<file path="config.mk">
export PLATFORM = sky130hd
export DESIGN_NAME = div_unit
export DESIGN_NICKNAME = d
export VERILOG_FILES = /design/src/rtl/div_unit_pkg.sv /design/src/rtl/div_unit_add.sv /design/src/rtl/div_unit.sv
export SDC_FILE = /design/constraint.sdc
export NUM_CORES = 1
export LEC_CHECK = 0
export CORE_MARGIN = 4
export CORE_UTILIZATION = 63
export DETAILED_ROUTE_END_ITERATION = 10
export PLACE_DENSITY = 0.84
export SETUP_SLACK_MARGIN = 0.2
export SLEW_MARGIN = 5
export SYNTH_ARGS = -nofsm -noshare
export SYNTH_HDL_FRONTEND = slang
export SYNTH_SLANG_ARGS = --single-unit
export TNS_END_PERCENT = 100
</file>
<file path="constraint.sdc">
create_clock -name CLK -period 15.5 [get_ports CLK]
set_input_delay 3.875 -clock CLK [delete_from_list [all_inputs] [get_ports CLK]]
set_output_delay 3.875 -clock CLK [all_outputs]
set_load 0.01 [all_outputs]
</file>
<file path="src/rtl/div_unit_pkg.sv">
// Shared encodings and constants for the RV32M sequential divider.
package div_unit_pkg;

  typedef enum logic [1:0] {
    OP_DIV  = 2'b00,
    OP_DIVU = 2'b01,
    OP_REM  = 2'b10,
    OP_REMU = 2'b11
  } op_e;

  typedef enum logic [1:0] {
    IDLE = 2'b00,
    CALC = 2'b01,
    FIX  = 2'b10,
    FIN  = 2'b11
  } state_e;

  localparam logic [31:0] INT_MIN  = 32'h8000_0000;
  localparam logic [31:0] ALL_ONES = 32'hFFFF_FFFF;
  localparam int          ITER     = 32;

  function automatic logic [31:0] neg2c(input logic [31:0] x);
    return ~x + 32'd1;
  endfunction

endpackage

</file>
<file path="src/rtl/div_unit_add.sv">
// Shared add block: a + b + cin, carry-out reported on of_o.
module div_unit_add #(
  parameter int WIDTH = 32
) (
  input  logic [WIDTH-1:0] a_i,
  input  logic [WIDTH-1:0] b_i,
  input  logic             cin_i,
  output logic [WIDTH-1:0] sum_o,
  output logic             of_o
);

  assign {of_o, sum_o} = {1'b0, a_i} + {1'b0, b_i} + {{WIDTH{1'b0}}, cin_i};

endmodule

</file>
<file path="src/rtl/div_unit.sv">
// Radix-2 restoring divider for DIV/DIVU/REM/REMU with START/BUSY/DONE handshake.
module div_unit
  import div_unit_pkg::*;
#(
  parameter int WIDTH = 32
) (
  input  logic             CLK,
  input  logic             RST,
  input  logic             START,
  input  logic [1:0]       OP,
  input  logic [WIDTH-1:0] A,
  input  logic [WIDTH-1:0] B,
  output logic             BUSY,
  output logic             DONE,
  output logic [WIDTH-1:0] RESULT,
  output logic             DZ
);

  localparam int CW = $clog2(WIDTH);

  state_e           state_q;
  op_e              op_q;
  logic [WIDTH-1:0] r_q, q_q, d_q;
  logic             neg_q;
  logic [CW-1:0]    cnt_q;
  logic             busy_q, done_q, dz_q;
  logic [WIDTH-1:0] result_q;

  logic             signed_in, rem_in;
  logic [WIDTH-1:0] a_mag, b_mag;
  logic [WIDTH-1:0] t, diff, sel, fixed;
  logic             carry, take;

  assign signed_in = (OP == OP_DIV) || (OP == OP_REM);
  assign rem_in    = (OP == OP_REM) || (OP == OP_REMU);
  assign a_mag     = (signed_in && A[WIDTH-1]) ? neg2c(A) : A;
  assign b_mag     = (signed_in && B[WIDTH-1]) ? neg2c(B) : B;

  // Trial subtraction T - D as T + ~D + 1; carry-out means no borrow.
  assign t = {r_q[WIDTH-2:0], q_q[WIDTH-1]};

  div_unit_add #(.WIDTH(WIDTH)) trial_sub (
    .a_i   (t),
    .b_i   (~d_q),
    .cin_i (1'b1),
    .sum_o (diff),
    .of_o  (carry)
  );

  // R[31] set means the shifted partial remainder exceeds 32 bits, so it always fits.
  assign take  = r_q[WIDTH-1] | carry;
  assign sel   = ((op_q == OP_REM) || (op_q == OP_REMU)) ? r_q : q_q;
  assign fixed = neg_q ? neg2c(sel) : sel;

  always_ff @(posedge CLK or posedge RST) begin
    if (RST) begin
      state_q  <= IDLE;
      op_q     <= OP_DIV;
      r_q      <= '0;
      q_q      <= '0;
      d_q      <= '0;
      neg_q    <= 1'b0;
      cnt_q    <= '0;
      busy_q   <= 1'b0;
      done_q   <= 1'b0;
      dz_q     <= 1'b0;
      result_q <= '0;
    end else begin
      done_q <= 1'b0;
      case (state_q)
        IDLE, FIN: begin
          if (START) begin
            op_q <= op_e'(OP);
            if (B == '0) begin
              result_q <= rem_in ? A : ALL_ONES;
              dz_q     <= 1'b1;
              done_q   <= 1'b1;
              busy_q   <= 1'b0;
              state_q  <= FIN;
            end else if (signed_in && A == INT_MIN && B == ALL_ONES) begin
              result_q <= rem_in ? '0 : INT_MIN;
              dz_q     <= 1'b0;
              done_q   <= 1'b1;
              busy_q   <= 1'b0;
              state_q  <= FIN;
            end else begin
              r_q     <= '0;
              q_q     <= a_mag;
              d_q     <= b_mag;
              neg_q   <= signed_in & (rem_in ? A[WIDTH-1] : (A[WIDTH-1] ^ B[WIDTH-1]));
              cnt_q   <= '0;
              busy_q  <= 1'b1;
              state_q <= CALC;
            end
          end else begin
            busy_q  <= 1'b0;
            state_q <= IDLE;
          end
        end
        CALC: begin
          r_q   <= take ? diff : t;
          q_q   <= {q_q[WIDTH-2:0], take};
          cnt_q <= cnt_q + 1'b1;
          if (cnt_q == CW'(ITER - 1)) state_q <= FIX;
        end
        FIX: begin
          result_q <= fixed;
          dz_q     <= 1'b0;
          done_q   <= 1'b1;
          busy_q   <= 1'b0;
          state_q  <= FIN;
        end
        default: begin
          busy_q  <= 1'b0;
          state_q <= IDLE;
        end
      endcase
    end
  end

  assign BUSY   = busy_q;
  assign DONE   = done_q;
  assign RESULT = result_q;
  assign DZ     = dz_q;

endmodule

</file>
==> results.toml <==
[status]
status = "finished, final reports clean"

[pwr]
vdd_drop_max_uv = 115
cellLeakagePower_nw = 5.04
powerDensity_nw_per_um2 = 221

[synth]
syn-num-nets = 1388
synth_most_common_cell = "dfrtp_1"
async_flop_share_pct = 100
ys_seq_elements = 140
yosysWarnings = 0
ys.flop_type = "dfrtp_1"
synth_cell_type_count = 75
synth.top_cell.area_share_pct = 33.4
yosysSeqAreaShare_pct = 33.4
netlist_area_um2 = 10500
synth_cells = 1277
synth_area_leaders = "dfrtp_1, o21ai_0, ha_1, a21oi_1, nand2_1"
yosysTopAreaCell = "dfrtp_1"
synth-edff-count = 0
synth_commonest_cells = "dfrtp_1, nand2_1, o21ai_0"
avgSynthCellArea_um2 = 8.20

[critical_path]
crit_path_frequent_cell = "buf_4"
cpLargestDelayFamily = "buffers and inverters"
slowest_delay_ps = 680
crit_required_ps = 15850
cp_num_buf_inv = 4
crit_type = "in -> reg"
cp_slowest_cell = "a21oi_4"
arrival_ps = 7970
cp-start-kind = "input pin"
cp_max_fo = 45
end_kind = "flip-flop"
cp.depth = 13
crit_chain = "clkdlybuf4s50_1, inv_1, ha_1, or4b_1, nor4_2, nand3_2, o22ai_4, nor2_2, buf_4, a21oi_4, buf_4, a22oi_1, o21ai_1"
r2r_cells = 12

[clock_tree]
cts.path.max_buffers = 2
cts_sinks = 140
post_cts_buffers = 0
cts_tree = "done"
clockRootBuffer = "clkbuf_16"
path_clk_slew_ps = 60
clk-insertion-delay-late_ps = 430
postCtsHoldBufs = 0
cts-resized-gates = 0
htreeDepth = 4
numCtsBuffers = 17

[sta]
grt_setup_unrepaired = "no"
finalSetupViolCount = 0
whs_ps = 477
min_period_ps = 7620
finClkSkew_ps = 9.72
drv_slew = 0
worst_pin_slew_ps = 1190
max_freq_ghz = 0.131
tns_ps = 0
hold_violations = 0
slew_headroom_pct = 21.0
fin_crit_sh_pct = 49.2

[drt]
ant_nets = 0
wl_per_cell_um = 18.4
routed_wl_um = 28900
vias = 10027
drc = 0
first_pass_iters = 5
via_per_inst = 6.38
drtIter0Drc = 827

[final_layout]
nets = 1453
drive_above_1_share_pct = 5.68
n_antenna_cell = 0
stdcell_count = 1571
areaGrowthSynthToFinish_pct = 16.7
final_util_pct = 75.8

[grt]
grt_use_total_pct = 31.5
grt_max_degree = 78
grt_pass1_wl_um = 47400
antenna_found_initial = 0
grt_pass1_vias = 9320
grt.overflow.total = 0

[placed_design]
gp_congestion = 0.963
dp_cells = 1539
portBuffers = 103
place_hpwl_um = 21600

[floorplanning]
row_count = 46
dieArea_um2 = 18800
chipHeight_um = 137
die_x_um = 137
core-area_um2 = 16100
io_pins = 104
start_util_pct = 65.0

[job]
drv_cap = 0

[worst_hold_path]
hp-class = "reg -> reg"
hold_path_depth = 2
-- final timing paths --
kind / startpoint / endpoint / slack, ps
worst min-delay path: d_q[21] / d_q[21] / 480
min in group asynchronous: RST / RESULT[6] / 3890
worst min register to register: d_q[21] / d_q[21] / 480
max in group asynchronous: RST / q_q[10] / 10230
worst max register to register: q_q[31] / r_q[30] / 11180
worst max-delay path: A[0] / q_q[31] / 7880
-- worst min-delay path: stages (launching register included) --
cell	delay, ps
dfrtp_1	340
nand2_1	40
o21ai_0	60
-- flip-flops by register name, indices dropped and copies added (netlist names) --
register  cells
cnt_q         5
RESULT       32
neg_q         1
DONE          1
q_q          32
op_q          1
d_q          32
r_q          32
BUSY          1
state_q       2
DZ            1
-- area by class of cell --
type | count | area [µm²]
clock inverters | 13 | 189
clock buffers | 19 | 453
fillers | 1225 | 3890
flip-flops and latches | 140 | 3500
well taps | 216 | 270
multi-input cells | 1010 | 6460
inverters | 57 | 219
repair buffers | 116 | 1130
-- power by group --
| group | internal [mW] | leakage, nW | switching [mW] | total [mW] |
|---|---|---|---|---|
| Combinational | 0.632 | 2.99 | 0.960 | 1.59 |
| Sequential | 0.534 | 1.75 | 0.138 | 0.671 |
| Clock | 0.279 | 0.298 | 0.164 | 0.443 |
-- placed cells by master, fill, tap and decap left out, types with 7 or more instances in the layout --
cell,instances
dfrtp_1,139
nand2_1,133
o21ai_0,132
clkdlybuf4s50_1,103
a21oi_1,100
nor2_1,91
xnor2_1,57
inv_1,56
xor2_1,52
o21ai_1,41
ha_1,41
mux2i_1,32
nor3_1,26
a31oi_1,21
nand3_1,20
clkbuf_16,17
a22o_1,16
a21boi_0,16
nand4_1,15
o22ai_1,15
o31ai_1,14
nor4_1,13
buf_4,13
and3_1,12
a21o_1,11
o211ai_1,10
a32oi_1,9
a22oi_1,9
nor3b_1,9
nand2b_1,8
o41ai_1,8
mux2_2,8
nor2b_1,7
or3_1,7
-- cells by family after synthesis --
kind of cell             share of synthesized area [%]
XOR/XNOR                                          9.11
buffers and inverters                             5.11
adder cells (fa/ha/maj)                           5.09
AND/OR/NAND/NOR                                   17.4
flip-flops                                        33.4
multiplexers                                      3.92
AO/OA/AOI/OAI                                     25.9
-- routing by layer --
layer	track usage (%)	share of wire [%]
met1	43.4	44
met2	50.3	45
met4	9.92	2.1
met3	6.32	9.1
met5	0	0
-- per-stage QoR --
stage	power [mW]	worst slack (ps)	instance area, µm²
global placement	2.18	7650	11600
global route	2.92	7560	12200
CTS	2.68	7940	12200
detailed placement	2.23	7510	11600
finish	2.71	7880	12200
floorplan	1.81	7870	10500
Note: power is estimated with default switching activity, not from simulation.
